==> src/rtl/lru_ctrl.sv <==
// Tree-PLRU sequencer for a 4-way cache: reads a set's state, returns hit/victim way,
// writes the updated state back one cycle later, and sweeps the array clear on flush.
module lru_ctrl #(
  parameter int S_INDEX = 4
) (
  input  logic               clk,
  input  logic               rst,
  input  logic               req_valid,
  output logic               req_ready,
  input  logic [S_INDEX-1:0] req_set,
  input  logic               req_hit,
  input  logic [1:0]         req_way,
  output logic               resp_valid,
  output logic [1:0]         resp_way,
  input  logic               flush_req,
  output logic               flush_done,
  output logic               lru_csb0,
  output logic               lru_web0,
  output logic [S_INDEX-1:0] lru_addr0,
  output logic [2:0]         lru_din0,
  input  logic [2:0]         lru_dout0,
  output logic               lru_csb1,
  output logic               lru_web1,
  output logic [S_INDEX-1:0] lru_addr1,
  output logic [2:0]         lru_din1,
  input  logic [2:0]         lru_dout1
);

  localparam int NUM_SETS = 2 ** S_INDEX;
  localparam logic [S_INDEX:0] CNT_LAST = (S_INDEX + 1)'(NUM_SETS - 1);

  typedef enum logic [1:0] {IDLE, FLUSH, DONE} state_t;

  state_t             state, state_nxt;
  logic [S_INDEX:0]   cnt, cnt_nxt;
  logic               accept;
  logic [1:0]         way_sel;

  logic               vld_p1;
  logic               hit_p1;
  logic [S_INDEX-1:0] set_p1;
  logic [1:0]         way_p1;

  logic               unused;
  assign unused = ^lru_dout1;

  function automatic logic [1:0] plru_victim(input logic [2:0] b);
    if (!b[0]) plru_victim = b[1] ? 2'd1 : 2'd0;
    else       plru_victim = b[2] ? 2'd3 : 2'd2;
  endfunction

  function automatic logic [2:0] plru_update(input logic [2:0] b, input logic [1:0] w);
    plru_update = b;
    case (w)
      2'd0: begin plru_update[0] = 1'b1; plru_update[1] = 1'b1; end
      2'd1: begin plru_update[0] = 1'b1; plru_update[1] = 1'b0; end
      2'd2: begin plru_update[0] = 1'b0; plru_update[2] = 1'b1; end
      default: begin plru_update[0] = 1'b0; plru_update[2] = 1'b0; end
    endcase
  endfunction

  assign lru_web0 = 1'b1;
  assign lru_din0 = 3'b000;
  assign way_sel  = hit_p1 ? way_p1 : plru_victim(lru_dout0);

  always_comb begin
    state_nxt  = state;
    cnt_nxt    = cnt;
    accept     = 1'b0;
    req_ready  = 1'b0;
    resp_valid = 1'b0;
    resp_way   = 2'd0;
    flush_done = 1'b0;
    lru_csb0   = 1'b1;
    lru_addr0  = '0;
    lru_csb1   = 1'b1;
    lru_web1   = 1'b1;
    lru_addr1  = '0;
    lru_din1   = 3'b000;

    if (!rst) begin
      // stage 1: respond and write back the updated state
      if (vld_p1) begin
        resp_valid = 1'b1;
        resp_way   = way_sel;
        lru_csb1   = 1'b0;
        lru_web1   = 1'b0;
        lru_addr1  = set_p1;
        lru_din1   = plru_update(lru_dout0, way_sel);
      end

      case (state)
        IDLE: begin
          if (flush_req) begin
            state_nxt = FLUSH;
            cnt_nxt   = '0;
          end else begin
            req_ready = 1'b1;
            // stage 0: issue the read and capture the request
            if (req_valid) begin
              accept    = 1'b1;
              lru_csb0  = 1'b0;
              lru_addr0 = req_set;
            end
          end
        end
        FLUSH: begin
          lru_csb1  = 1'b0;
          lru_web1  = 1'b0;
          lru_addr1 = cnt[S_INDEX-1:0];
          lru_din1  = 3'b000;
          cnt_nxt   = cnt + 1'b1;
          if (cnt == CNT_LAST) state_nxt = DONE;
        end
        DONE: begin
          flush_done = 1'b1;
          state_nxt  = IDLE;
        end
        default: state_nxt = IDLE;
      endcase
    end
  end

  always_ff @(posedge clk) begin
    if (rst) begin
      state  <= IDLE;
      cnt    <= '0;
      vld_p1 <= 1'b0;
      hit_p1 <= 1'b0;
      set_p1 <= '0;
      way_p1 <= 2'd0;
    end else begin
      state  <= state_nxt;
      cnt    <= cnt_nxt;
      vld_p1 <= accept;
      if (accept) begin
        hit_p1 <= req_hit;
        set_p1 <= req_set;
        way_p1 <= req_way;
      end
    end
  end

endmodule
==> config.mk <==
export PLATFORM = sky130hd
export DESIGN_NAME = lru_ctrl
export DESIGN_NICKNAME = d
export VERILOG_FILES = /design/src/rtl/lru_ctrl.sv
export SDC_FILE = /design/constraint.sdc
export NUM_CORES = 1
export LEC_CHECK = 0
export ABC_AREA = 1
export BUFFER_PORTS_ARGS = -buffer_cell sky130_fd_sc_hd__buf_2
export CAP_MARGIN = 10
export CORE_ASPECT_RATIO = 0.8
export CORE_MARGIN = 5
export CORE_UTILIZATION = 48
export CTS_CLUSTER_SIZE = 30
export DETAILED_ROUTE_END_ITERATION = 7
export GPL_TIMING_DRIVEN = 0
export HOLD_SLACK_MARGIN = 0.06
export PLACE_DENSITY_LB_ADDON = 0.2
export RECOVER_POWER = 25
export SETUP_SLACK_MARGIN = 0.5
export SYNTH_ARGS = -nofsm -noshare
export SYNTH_HDL_FRONTEND = slang
export SYNTH_SLANG_ARGS = --single-unit
==> constraint.sdc <==
create_clock -name clk -period 1.7 [get_ports clk]
set_input_delay 0.085 -clock clk [delete_from_list [all_inputs] [get_ports clk]]
set_output_delay 0.085 -clock clk [all_outputs]
set_load 0.03 [all_outputs]
==> summary.txt, run 1 <==
Synthesis
  • Synth Area in Compound Gates: between 10% and 20%
  • Post-Synth Simple-Gate Area: 36.3%
  • XOR/XNOR Fraction of Synth Area: 0%
  • Yosys reg bits: 15
  • Register area share after synthesis: about 36%
  • Multiplexer share of the synthesized area: 0%
  • YS warnings: 0
  • Post-synthesis adder-cell area fraction: about 3.0%
  • Yosys cell types: 23
  • Synth Instances: about 120
  • Cell Area, Synth: 845 sq um
  • Syn_area_per_cell: 6.87 sq um
  • Largest family of logic cells by synthesized area: simple AND/OR/NAND/NOR gates

Outcome
  • Status: aborted with a tool error
  • Stop err: [ERROR DPL-0038] Utilization greater than 100%, impossible to legalize
  • Stop stage: global routing (5_1_grt)

Die
  • Die H: around 48 um
  • # IOs: 40
  • Die X: 56.9 um
  • Std-Cell Rows: 13
  • Initial Util: 51.4%

Timing
  • Crit. endpoint post-GRT repair: lru_din1[1]
  • WEP type: output port

Clock network
  • CTS sink count: 15
  • H-Tree Depth: 1
  • Root Buffer: clkbuf_4
  • Cts bufs inserted: 3
  • Clk buf depth: 2

Place
  • Port bufs: 31
  • Gpl congestion: 0.742
  • Placed wire-length estimate: 1.85 mm

Global routing
  • Largest net degree at the start of global routing: 11
==> metrics by stage <==
| stage | area [sq um] | worst slack, ns | hold WS, ns | cells | utilization (%) |
|---|---|---|---|---|---|
| 2_1_floorplan | 923 | 0.421 | 0.195 | 125 | - |
| 3_3_place_gp | 1110 | 0.404 | 0.282 | 178 | 67.3 |
| 3_5_place_dp | 1110 | 0.363 | 0.287 | 178 | 67.3 |
| 4_1_cts | 1510 | 0.273 | 0.105 | 206 | 91.8 |
==> synth_stat cells (all sizes together) <==
master | instances | area (sq um)
nor4 | 1 | 6.26
a21oi | 7 | 35.0
o21ai | 9 | 45.0
buf | 6 | 42.5
a211oi | 1 | 7.51
nand3 | 11 | 67.6
nor3 | 3 | 15.0
a22oi | 2 | 15.0
or2 | 1 | 6.26
inv | 15 | 56.3
nor2 | 13 | 68.8
clkbuf | 1 | 3.75
dfxtp | 15 | 300
nand4 | 6 | 37.5
ha | 2 | 25.0
nand2 | 28 | 105
conb | 2 | 7.51
==> logic make-up after synthesis <==
group                      count (synthesis)
and+or+nand+nor                           63
buffers and inverters                     22
AOI/OAI and AO/OA                         19
DFF                                       15
adders and majority gates                  2
other                                      2
==> timing repair <==
item                                    CTS
buffers inserted                         21
endpoints found under the setup margin   22
gates resized for setup                  59
pin swaps                                18
hold endpoints to repair                  3
hold buffers                              3
==> inputs of run 2 (changes only) <==
==> config.mk (replaced) <==
export PLATFORM = sky130hd
export DESIGN_NAME = lru_ctrl
export DESIGN_NICKNAME = d
export VERILOG_FILES = /design/src/rtl/lru_ctrl.sv
export SDC_FILE = /design/constraint.sdc
export NUM_CORES = 1
export LEC_CHECK = 0
export ABC_AREA = 1
export BUFFER_PORTS_ARGS = -buffer_cell sky130_fd_sc_hd__buf_2
export CAP_MARGIN = 10
export CORE_AREA = 5 5 66 68
export DETAILED_ROUTE_END_ITERATION = 7
export DIE_AREA = 0 0 71 73
export GPL_TIMING_DRIVEN = 0
export PLACE_DENSITY_LB_ADDON = 0.15
export RECOVER_POWER = 25
export SYNTH_ARGS = -nofsm -noshare
export SYNTH_HDL_FRONTEND = slang
export SYNTH_SLANG_ARGS = --single-unit
==> run 2 against run 1 <==
- the run now ends clean
- synthesized cell count stayed put
- synthesized area unchanged
==> summary.txt, run 2 <==
Outcome
  • Status: finished clean

Clock network
  • H-Tree Depth: 1
  • Worst-path clk slew: 0.06 ns
  • # Post-CTS Setup Buffers: 0
  • Worst-Skew Late Latency: around 0.24 ns
  • CTS tree: built
  • Clk buf depth: 2
  • CTS sink count: 15
  • Root Buffer: clkbuf_8
  • Cts bufs inserted: 3

Synthesis
  • Synth top area cells: dfxtp_1 (36%), nand2_1 (12%), nand3_1 (5.9%), inv_1 (4.9%), buf_4 (4.4%)
  • Cell with the most instances after synthesis: nand2_1
  • Yosys reg bits: 15
  • Syn_area_per_cell: ~6.9 sq um
  • Cell Area, Synth: between 800 and 900 sq um
  • Post-synth top flop: dfxtp_1
  • FFs w/ async S/R, synth: 0%
  • Register area share after synthesis: between 30 and 40%
  • Synth top cells by count: nand2_1 (28), dfxtp_1 (15), inv_1 (11)
  • Post-synth EDFFs: 0
  • YS warnings: 0
  • Synth Instances: around 120
  • Yosys cell types: 23
  • Area share of the largest cell type after synthesis: between 30 and 40%
  • Yosys top cell by area: dfxtp_1

Worst setup path
  • CP Launch Type: register
  • Worst R2R End: way_p1[1]
  • Crit. End Element: output pin
  • CP max FO: 5
  • R2R setup slack: about 0.43 ns
  • Worst reg2reg path startpoint: state[1]
  • Classification of the worst setup path: reg2out
  • CP max stage delay: between 0.4 and 0.5 ns
  • Required @ worst endpoint: ~1.6 ns
  • WP data arrival: between 1 and 1.5 ns
  • CP Cell Sequence: inv_2, nand2_1, nand2_1, nor2_2, nand2_1, nand2_1, buf_2
  • Slowest-stage cell, CP: dfxtp_1
  • CP dominant cell by count: nand2_1
  • Reg2reg path depth: 5

Job
  • Max-Cap Viols: 0

Routing
  • Met2 wire len: slightly below 1 mm
  • Vias per inst: roughly 4.2
  • DRT Wirelength: ~2.3 mm
  • Wire length per cell: 11.1 um
  • DR top layer: met4
  • Met3 Wirelength: a little over 200 um
  • Vias: slightly below 900
  • 1st-iter DRT viols: 29
  • Drt drc: 0
  • M1 WL: between 1 and 1.5 mm
  • Drt first pass iters: 4
  • Post-route ant nets: 0

Power and ir drop
  • Register share of total power: ~46%
  • Pwr Density: 736 nW/um^2
  • Internal power component: ~580 uW
  • Gate power share: between 10% and 20%
  • Leak Pwr: roughly 0.00053 uW
  • Peak VDD IR: approximately 0.24 mV
  • Net Sw Frac: between 20% and 30%
  • Psw: between 200 and 250 uW
  • Power share of the clock group: between 30% and 40%

Hold path
  • Hold Startpoint: req_way[0]
  • Hold Path Stages: 3
  • Worst Hold Class: in2reg
  • Hold endpoint: way_p1[0]

Final layout
  • Layout area overhead: 30.5%
  • Layout cells sized above 1: 29.4%
  • Most common cell after layout, fill and taps aside: buf_2
  • Top Registers: cnt x5, set_p1 x4
  • Max reg flops: 5
  • # diodes: 0
  • Fill count: between 400 and 500
  • Fin nets: 180
  • Commonest cells after routing, fill and taps aside: buf_2 (31), nand2_1 (28), dfxtp_1 (14)
  • Biggest register: cnt

Place
  • Placed wire-length estimate: ~1.9 mm
  • Gpl congestion: just under 0.8
  • Port bufs: 31

Die
  • # IOs: 40
  • Die X: ~71 um
  • Initial Util: 22.2%
  • CORE AREA: 3800 sq um
  • Die ar.: just over 5000 sq um
  • Die H: roughly 73 um
  • Std-Cell Rows: 23

Global routing
  • Global Route Usage Sum: a little under a tenth
  • Largest net degree at the start of global routing: 11
  • Initial antenna violation count: 0
  • First-pass GRT wire length: between 3 and 4 mm
  • Vias in the first global route: ~880
  • Global-route congestion overflow total: 0

Timing
  • Hold slack: about 0.034 ns
  • Fmax: about 650 MHz
  • Count of pins over their slew limit: 0
  • Clock Skew: approximately 0.0021 ns
  • Crit share post-route: between 90% and 100%
  • Final Setup Violations: 0
  • Sum Neg Setup Slack: 0 ns
  • RSZ-0062 raised after global routing: false
  • Hold Fails Final Rpt: 0
  • Min Tclk post-route: between 1.5 and 2 ns
[run 2: cell counts after synthesis]
Identical to the previous run, type by type.
[run 2: power by group through the flow]
| stage | registers [uW] | clock network [uW] | logic (uW) |
|---|---|---|---|
| floorplan | 380 | 0 | 105 |
| global placement | 383 | 0 | 148 |
| detailed placement | 383 | 0 | 149 |
| CTS | 375 | 296 | 149 |
| global route | 377 | 312 | 161 |
| finish | 376 | 290 | 145 |
[run 2: worst max-delay path by stage]
stage	startpoint	to	cells past startpoint
2_1_floorplan	state[0]	lru_addr1[0]	4
3_3_place_gp	state[0]	lru_addr1[0]	5
3_5_place_dp	state[0]	lru_addr1[2]	5
4_1_cts	state[0]	lru_addr1[2]	5
5_1_grt	state[1]	lru_din1[1]	7
6_report	state[1]	lru_din1[1]	7
[run 2: layout make-up]
cell class | instances | area, sq um | area share, %
Clock buffer | 4 | 45.0 | 4.09
Buffer | 7 | 46.3 | 4.20
Sequential cell | 15 | 302 | 27.4
Inverter | 15 | 56.3 | 5.11
Multi-Input combinational cell | 88 | 437 | 39.6
Tap cell | 50 | 62.6 | 5.68
Timing Repair Buffer | 31 | 154 | 14.0
[run 2: cells by family (layout without fill, tap and decap cells)]
family / Yosys count / in the layout / synth area share [%]
compound gates: 19 / 19 / 12.1
fa+ha+maj: 2 / 2 / 2.96
buf+inv: 22 / 57 / 12.1
flops: 15 / 15 / 35.6
other cells: 2 / 4 / 0.889
simple gates: 63 / 63 / 36.3
[run 2: routing by layer]
layer | GRT usage [%] | up-vias
met4 | 4.38 | 0
met2 | 13.9 | 29
met1 | 12.0 | 385
met3 | 2.75 | 4
met5 | 0 | -
li1 | - | 471
[run 2: what timing repair did]
action / in CTS / in global routing
resized for setup: 0 / 1
hold buffers: 0 / 0
setup endpoints to repair: 0 / 3
[run 2: stage by stage]
| step | worst slack, ns | area (sq um) | instances | power (uW) | util [%] |
|---|---|---|---|---|---|
| floorplan | 0.231 | 852 | 125 | 486 | - |
| global placement | 0.365 | 1070 | 206 | 531 | 28.2 |
| detailed placement | 0.363 | 1070 | 206 | 532 | 28.2 |
| CTS | 0.0903 | 1110 | 210 | 821 | 29.3 |
| global route | 0.00329 | 1100 | 210 | 850 | 29.0 |
| finish | 0.163 | 1100 | 210 | 811 | 29.0 |
[run 2: critical path: cells and delay by family (launching register included)]
| family | cells | cell delay (ns) |
|---|---|---|
| buf+inv | 2 | 0.26 |
| flops | 1 | 0.44 |
| simple gates | 5 | 0.52 |
(Power assumes the default switching activity.)
